File: config.mk
export PLATFORM = sky130hd
export DESIGN_NAME = mult_div_seq
export DESIGN_NICKNAME = d
export VERILOG_FILES = /design/src/rtl/mult_div_seq.sv
export SDC_FILE = /design/constraint.sdc
export NUM_CORES = 1
export LEC_CHECK = 0
export BUFFER_PORTS_ARGS = -buffer_cell sky130_fd_sc_hd__buf_4
export CAP_MARGIN = 20
export CORE_MARGIN = 3
export CORE_UTILIZATION = 66
export CTS_CLUSTER_SIZE = 8
export DETAILED_ROUTE_END_ITERATION = 6
export GPL_TIMING_DRIVEN = 1
export PLACE_DENSITY = 0.86
export SLEW_MARGIN = 5
export SYNTH_ARGS = -nofsm -noshare
export SYNTH_HDL_FRONTEND = slang
export SYNTH_SLANG_ARGS = --single-unit
File: constraint.sdc
create_clock -name clk -period 10.4 [get_ports clk]
set_input_delay 0.52 -clock clk [delete_from_list [all_inputs] [get_ports clk]]
set_output_delay 0.52 -clock clk [all_outputs]
set_load 0.03 [all_outputs]
File: src/rtl/mult_div_seq.sv
// ---------------------------------------------------------------------------
// mult_div_seq
//
// Multicycle signed multiply / divide unit that sits beside the register bank.
// The control unit pulses start with an opcode; the block iterates one step
// per clock (radix-2 Booth for multiply, restoring division for divide) and
// then presents HI/LO results together with a one-cycle done pulse.
//
// Ports:
//   clk       system clock, rising edge active
//   reset     asynchronous, active-low reset
//   start     single-cycle request strobe, sampled only in IDLE or DONE
//   op        01 = signed multiply, 10 = signed divide, 00/11 = no-op
//   a_in      multiplicand / dividend, captured on the accepting edge
//   b_in      multiplier / divisor, captured on the accepting edge
//   busy      high while iterating (MULT or DIV)
//   done      one-cycle completion pulse (DONE state)
//   div_zero  one-cycle pulse coincident with done on a zero divisor
//   hi_out    multiply: product upper half; divide: remainder
//   lo_out    multiply: product lower half; divide: quotient
// ---------------------------------------------------------------------------
module mult_div_seq #(
   parameter int WIDTH = 32
) (
   input  logic             clk,
   input  logic             reset,
   input  logic             start,
   input  logic [1:0]       op,
   input  logic [WIDTH-1:0] a_in,
   input  logic [WIDTH-1:0] b_in,
   output logic             busy,
   output logic             done,
   output logic             div_zero,
   output logic [WIDTH-1:0] hi_out,
   output logic [WIDTH-1:0] lo_out
);

   localparam int               CNT_W     = $clog2(WIDTH) + 1;
   localparam logic [CNT_W-1:0] LAST_STEP = CNT_W'(WIDTH - 1);
   localparam logic [1:0]       OP_MUL    = 2'b01;
   localparam logic [1:0]       OP_DIV    = 2'b10;

   typedef enum logic [1:0] {
      ST_IDLE = 2'b00,
      ST_MULT = 2'b01,
      ST_DIV  = 2'b10,
      ST_DONE = 2'b11
   } state_t;

   state_t           state_q,   state_d;
   logic [CNT_W-1:0] count_q,   count_d;
   // acc_a holds the Booth upper accumulator or the division partial
   // remainder; acc_q holds the multiplier / dividend that shifts out as the
   // product low half / quotient accumulates.
   logic [WIDTH:0]   acc_a_q,   acc_a_d;
   logic [WIDTH-1:0] acc_q_q,   acc_q_d;
   logic             q_m1_q,    q_m1_d;
   logic [WIDTH-1:0] opnd_m_q,  opnd_m_d;
   logic             neg_quo_q, neg_quo_d;
   logic             neg_rem_q, neg_rem_d;
   logic             dz_q,      dz_d;
   logic [WIDTH-1:0] hi_q,      hi_d;
   logic [WIDTH-1:0] lo_q,      lo_d;

   logic [WIDTH:0]   m_ext;
   logic [WIDTH:0]   booth_sum;
   logic [WIDTH:0]   booth_a_next;
   logic [WIDTH-1:0] booth_q_next;
   logic             booth_qm1_next;

   logic [WIDTH:0]   div_shift;
   logic [WIDTH:0]   div_diff;
   logic [WIDTH:0]   div_rem_next;
   logic             div_fits;
   logic [WIDTH-1:0] div_quo_next;
   logic [WIDTH-1:0] quo_signed;
   logic [WIDTH-1:0] rem_signed;

   logic [WIDTH-1:0] a_mag;
   logic [WIDTH-1:0] b_mag;

   // One Booth step. The upper accumulator carries one guard bit beyond the
   // operand width so that adding or subtracting the most negative
   // multiplicand cannot overflow; the low 2*WIDTH bits of {acc_a, acc_q}
   // are the product once all steps are done.
   always_comb begin
      m_ext     = {opnd_m_q[WIDTH-1], opnd_m_q};
      booth_sum = acc_a_q;
      case ({acc_q_q[0], q_m1_q})
         2'b01:   booth_sum = acc_a_q + m_ext;
         2'b10:   booth_sum = acc_a_q - m_ext;
         default: booth_sum = acc_a_q;
      endcase
      booth_a_next   = {booth_sum[WIDTH], booth_sum[WIDTH:1]};
      booth_q_next   = {booth_sum[0], acc_q_q[WIDTH-1:1]};
      booth_qm1_next = acc_q_q[0];
   end

   // One restoring-division step on magnitudes. The partial remainder always
   // stays below the divisor (at most 2^(WIDTH-1)), so the shifted value fits
   // in WIDTH bits and the top bit of the difference is a clean borrow flag.
   always_comb begin
      div_shift    = {acc_a_q[WIDTH-1:0], acc_q_q[WIDTH-1]};
      div_diff     = div_shift - {1'b0, opnd_m_q};
      div_fits     = ~div_diff[WIDTH];
      div_rem_next = div_fits ? div_diff : div_shift;
      div_quo_next = {acc_q_q[WIDTH-2:0], div_fits};
      quo_signed   = neg_quo_q ? -div_quo_next : div_quo_next;
      rem_signed   = neg_rem_q ? -div_rem_next[WIDTH-1:0] : div_rem_next[WIDTH-1:0];
   end

   // Operand magnitudes for division. The most negative value maps onto
   // itself, which read as unsigned is exactly its magnitude.
   always_comb begin
      a_mag = a_in[WIDTH-1] ? -a_in : a_in;
      b_mag = b_in[WIDTH-1] ? -b_in : b_in;
   end

   // Next-state and datapath control. HI/LO are only written on the final
   // iteration step, so they keep the previous result for the whole run.
   always_comb begin
      state_d   = state_q;
      count_d   = count_q;
      acc_a_d   = acc_a_q;
      acc_q_d   = acc_q_q;
      q_m1_d    = q_m1_q;
      opnd_m_d  = opnd_m_q;
      neg_quo_d = neg_quo_q;
      neg_rem_d = neg_rem_q;
      dz_d      = dz_q;
      hi_d      = hi_q;
      lo_d      = lo_q;

      case (state_q)
         ST_IDLE, ST_DONE: begin
            // DONE lasts a single cycle unless a new request lands on it.
            if (state_q == ST_DONE) begin
               state_d = ST_IDLE;
            end
            dz_d = 1'b0;
            if (start) begin
               if (op == OP_MUL) begin
                  state_d   = ST_MULT;
                  count_d   = '0;
                  acc_a_d   = '0;
                  acc_q_d   = b_in;
                  q_m1_d    = 1'b0;
                  opnd_m_d  = a_in;
                  neg_quo_d = 1'b0;
                  neg_rem_d = 1'b0;
               end else if (op == OP_DIV) begin
                  if (b_in == '0) begin
                     // Zero divisor: report immediately, leave HI/LO alone.
                     state_d = ST_DONE;
                     dz_d    = 1'b1;
                  end else begin
                     state_d   = ST_DIV;
                     count_d   = '0;
                     acc_a_d   = '0;
                     acc_q_d   = a_mag;
                     q_m1_d    = 1'b0;
                     opnd_m_d  = b_mag;
                     neg_quo_d = a_in[WIDTH-1] ^ b_in[WIDTH-1];
                     neg_rem_d = a_in[WIDTH-1];
                  end
               end
            end
         end

         ST_MULT: begin
            acc_a_d = booth_a_next;
            acc_q_d = booth_q_next;
            q_m1_d  = booth_qm1_next;
            count_d = count_q + CNT_W'(1);
            if (count_q == LAST_STEP) begin
               hi_d     = booth_a_next[WIDTH-1:0];
               lo_d     = booth_q_next;
               state_d  = ST_DONE;
               count_d  = '0;
               acc_a_d  = '0;
               acc_q_d  = '0;
               q_m1_d   = 1'b0;
               opnd_m_d = '0;
            end
         end

         ST_DIV: begin
            acc_a_d = div_rem_next;
            acc_q_d = div_quo_next;
            count_d = count_q + CNT_W'(1);
            if (count_q == LAST_STEP) begin
               // Truncating division: quotient sign is the XOR of the
               // operand signs, remainder follows the dividend.
               hi_d      = rem_signed;
               lo_d      = quo_signed;
               state_d   = ST_DONE;
               count_d   = '0;
               acc_a_d   = '0;
               acc_q_d   = '0;
               opnd_m_d  = '0;
               neg_quo_d = 1'b0;
               neg_rem_d = 1'b0;
            end
         end

         default: begin
            state_d = ST_IDLE;
         end
      endcase
   end

   // State and datapath registers; reset aborts any operation in flight.
   always_ff @(posedge clk or negedge reset) begin
      if (!reset) begin
         state_q   <= ST_IDLE;
         count_q   <= '0;
         acc_a_q   <= '0;
         acc_q_q   <= '0;
         q_m1_q    <= 1'b0;
         opnd_m_q  <= '0;
         neg_quo_q <= 1'b0;
         neg_rem_q <= 1'b0;
         dz_q      <= 1'b0;
         hi_q      <= '0;
         lo_q      <= '0;
      end else begin
         state_q   <= state_d;
         count_q   <= count_d;
         acc_a_q   <= acc_a_d;
         acc_q_q   <= acc_q_d;
         q_m1_q    <= q_m1_d;
         opnd_m_q  <= opnd_m_d;
         neg_quo_q <= neg_quo_d;
         neg_rem_q <= neg_rem_d;
         dz_q      <= dz_d;
         hi_q      <= hi_d;
         lo_q      <= lo_d;
      end
   end

   assign busy     = (state_q == ST_MULT) || (state_q == ST_DIV);
   assign done     = (state_q == ST_DONE);
   assign div_zero = (state_q == ST_DONE) && dz_q;
   assign hi_out   = hi_q;
   assign lo_out   = lo_q;

endmodule

==> run_results.csv <==
group,metric,value,unit
clocking,cts_resized,0,
drt,drt_iter0_markers,2175,
power,pwr-share-clk,9.5,%
sta,fin_tns_setup,0,ns
setup_path,cp-start-kind,"flip-flop",
yosys,synth_cells,2105,
power,p_sw_share,55.7,%
status,status,"complete, no violations",
yosys,yosysMostFrequentCell,"nand2_1",
drt,via_count,17100,
placed_design,post-dp-hpwl,41300,µm
power,intPower,3.06,mW
sta,min_period,7.36,ns
clocking,clk_latency,0.45,ns
drt,vias_per_cell,6.96,
floorplan,start_util,68.2,%
clocking,clkTransAtPathRegs,0.08,ns
sta,finalWorstSetupSlack,3.04,ns
drt,antenna_left,0,
cells_and_area,instances_no_fill,2462,
setup_path,crit_fanout,21,
clocking,clock-sinks,173,
sta,hold_viol,0,
floorplan,fp.dieW,163,µm
global_route,grt_max_degree,88,
power,combPwrFrac,72.8,%
power,leakagePower,7.71,nW
setup_path,end_kind,"flip-flop",
sta,min_period_over_period,70.7,%
clocking,ctsHoldBuffers,0,
setup_path,r2r_start,"acc_q_q[31]",
yosys,synth_flop_cell,"dfrtp_1",
yosys,async_flop_share,100,%
worst_hold_path,hp-class,"in -> async",
drt,post_drt_wl_per_cell,22.5,µm
clocking,post-cts-setup-buffers,0,
cells_and_area,layout-drive-gt1-share,11.0,%
yosys,synth_area_leaders,"dfrtp_1, o21ai_0, nand2_1",
setup_path,path_depth,26,
sta,fmax,0.136,GHz
global_route,grt_pass1_wl,87000,µm
floorplan,die_h,163,µm
cells_and_area,final_nets,2278,
clocking,root_buffer,"clkbuf_16",
sta,rsz0062_at_grt,"no",
global_route,first_global_vias,15800,
drt,drc,0,
run,cap_violations,0,
clocking,cts_buffer_depth,2,
clocking,cts_tree,"built",
power,p_per_area,388,nW/µm²
yosys,synth_edf_count,0,
global_route,grt_usage,41.4,%
setup_path,path_class,"reg -> reg",
placed_design,globalplace.congestion,1.04,
cells_and_area,diodes,0,
sta,finalMaxSlewViolations,0,
floorplan,core,23800,µm²
drt,drt_wl_total,55300,µm
power,p_switching,3.84,mW
yosys,yosysUniqueCellTypes,94,
power,ir_worst_vdd,0.250,mV
yosys,synth.net_count,2253,
sta,slew_headroom,27.3,%
placed_design,place_ws,3.26,ns
yosys,avgSynthCellArea,7.72,µm²
placed_design,dp_cells,2429,
global_route,globalRouteOverflowTotal,0,
cells_and_area,fillCellCount,1846,
yosys,yosysWarnings,0,
setup_path,crit_path_max_incr_delay,0.70,ns
sta,setup_viol,0,
setup_path,rrSetupSlack,3.04,ns
drt,dr.pass1.iters,6,
yosys,synth_commonest_cells,"nand2_1, o21ai_0, dfrtp_1",
yosys,synth_top_area_share,26.6,%
setup_path,crit_top_cell,"inv_1",
setup_path,path_buf_inv,4,
clocking,htreeDepth,4,
floorplan,rows,56,
yosys,ys_seq_area_share,26.6,%
setup_path,critPathArrivalTime,7.69,ns
sta,worstMarginPinSlew,1.08,ns
power,seqPwrFrac,17.7,%
setup_path,required,10.73,ns
placed_design,port_buffers,135,
yosys,yosysTopAreaCell,"dfrtp_1",
sta,fin_skew,0.0170,ns
setup_path,cp-startpoint,"acc_q_q[31]",
global_route,antenna_found_initial,2,
setup_path,timing.rr.end,"hi_out[27]",
yosys,synthesis.area,16200,µm²
setup_path,critPathSlowestCell,"or4_1",
yosys,synth_seq_cells,173,
setup_path,crit_family,"simple AND/OR/NAND/NOR gates",
cells_and_area,area_growth,9.65,%
floorplan,dieArea,26500,µm²
setup_path,ff2ff_path_depth,26,
floorplan,ios,136,
power,finalPower,6.90,mW
clocking,cts_buffers,17,
-- cell usage in the layout (no fill, tap or decap), types with 8 or more instances in the layout --
| cell type | n |
|---|---|
| nor3b_1 | 9 |
| buf_4 | 154 |
| o41ai_1 | 20 |
| xor2_1 | 104 |
| nor2b_1 | 9 |
| mux2i_1 | 40 |
| a21oi_1 | 167 |
| nand2b_1 | 20 |
| dfrtp_1 | 173 |
| nor3_1 | 25 |
| xnor2_1 | 80 |
| inv_1 | 67 |
| and3_1 | 10 |
| a221o_1 | 15 |
| clkbuf_16 | 17 |
| nand3_1 | 27 |
| or3_1 | 23 |
| o21ai_0 | 239 |
| ha_1 | 74 |
| o21a_1 | 15 |
| a31oi_1 | 17 |
| nand2_1 | 268 |
| a221oi_1 | 26 |
| and2_1 | 9 |
| o211ai_1 | 20 |
| a211oi_1 | 41 |
| o31ai_1 | 48 |
| or4_1 | 23 |
| a22oi_1 | 19 |
| nor4_1 | 14 |
| o22ai_1 | 8 |
| mux2_2 | 10 |
| nand4_1 | 15 |
| nor2_1 | 153 |
| a21o_1 | 45 |
-- metrics by stage --
| stage | area (µm²) | utilization, % | hold WS (ns) |
|---|---|---|---|
| after global placement | 17200 | 72.3 | 0.464 |
| after global routing | 17800 | 74.8 | 0.0341 |
| after CTS | 17800 | 74.7 | 0.0261 |
| after detailed placement | 17200 | 72.3 | 0.472 |
| final | 17800 | 74.8 | 0.00443 |
| after floorplan | 16200 | - | 0.224 |
-- power by group through the flow --
stage / Combinational (mW) / Clock [mW] / Sequential, mW
4_1_cts: 4.85 / 0.650 / 1.20
3_3_place_gp: 4.67 / 0 / 1.19
2_1_floorplan: 3.79 / 0 / 1.04
6_report: 5.03 / 0.655 / 1.22
5_1_grt: 5.46 / 0.679 / 1.24
3_5_place_dp: 4.80 / 0 / 1.21
-- per-layer routing --
layer	track usage (%)	vias to the layer above	wire, µm
met1	56.8	8029	21900
met3	12.2	202	7370
met4	18.3	4	2650
met2	60.6	1153	23400
li1	-	7750	-
met5	0.379	-	27
-- state kept, by name (all words and copies together), names as in the netlist, 2 cells and up --
name	flops
opnd_m_q	32
acc_a_q	33
lo_out	32
count_q	6
acc_q_q	32
hi_out	32
state_q	2
-- area by class of cell --
| type | instances | area [µm²] | share of cell area, % |
|---|---|---|---|
| clock buffers | 19 | 453 | 2.54 |
| repair buffers | 156 | 1180 | 6.64 |
| flip-flops and latches | 173 | 4330 | 24.3 |
| clock inverters | 13 | 128 | 0.716 |
| well taps | 319 | 399 | 2.24 |
| multi-input cells | 1713 | 11100 | 62.1 |
| inverters | 69 | 259 | 1.45 |
-- logic make-up after synthesis --
family                   after synthesis  synth area share, %
AO/OA/AOI/OAI                        764                 30.2
AND/OR/NAND/NOR                      636                 18.3
buffers and inverters                219                 5.56
XOR/XNOR                             184                 9.92
flip-flops                           173                 26.6
adder cells (fa/ha/maj)               79                 6.18
multiplexers                          50                 3.16
-- worst max-delay path by stage --
stage / end
final: hi_out[27]
after global routing: hi_out[29]
after CTS: hi_out[27]
after detailed placement: hi_out[27]
after global placement: hi_out[27]
after floorplan: hi_out[30]
Note: power is estimated with default switching activity, not from simulation.
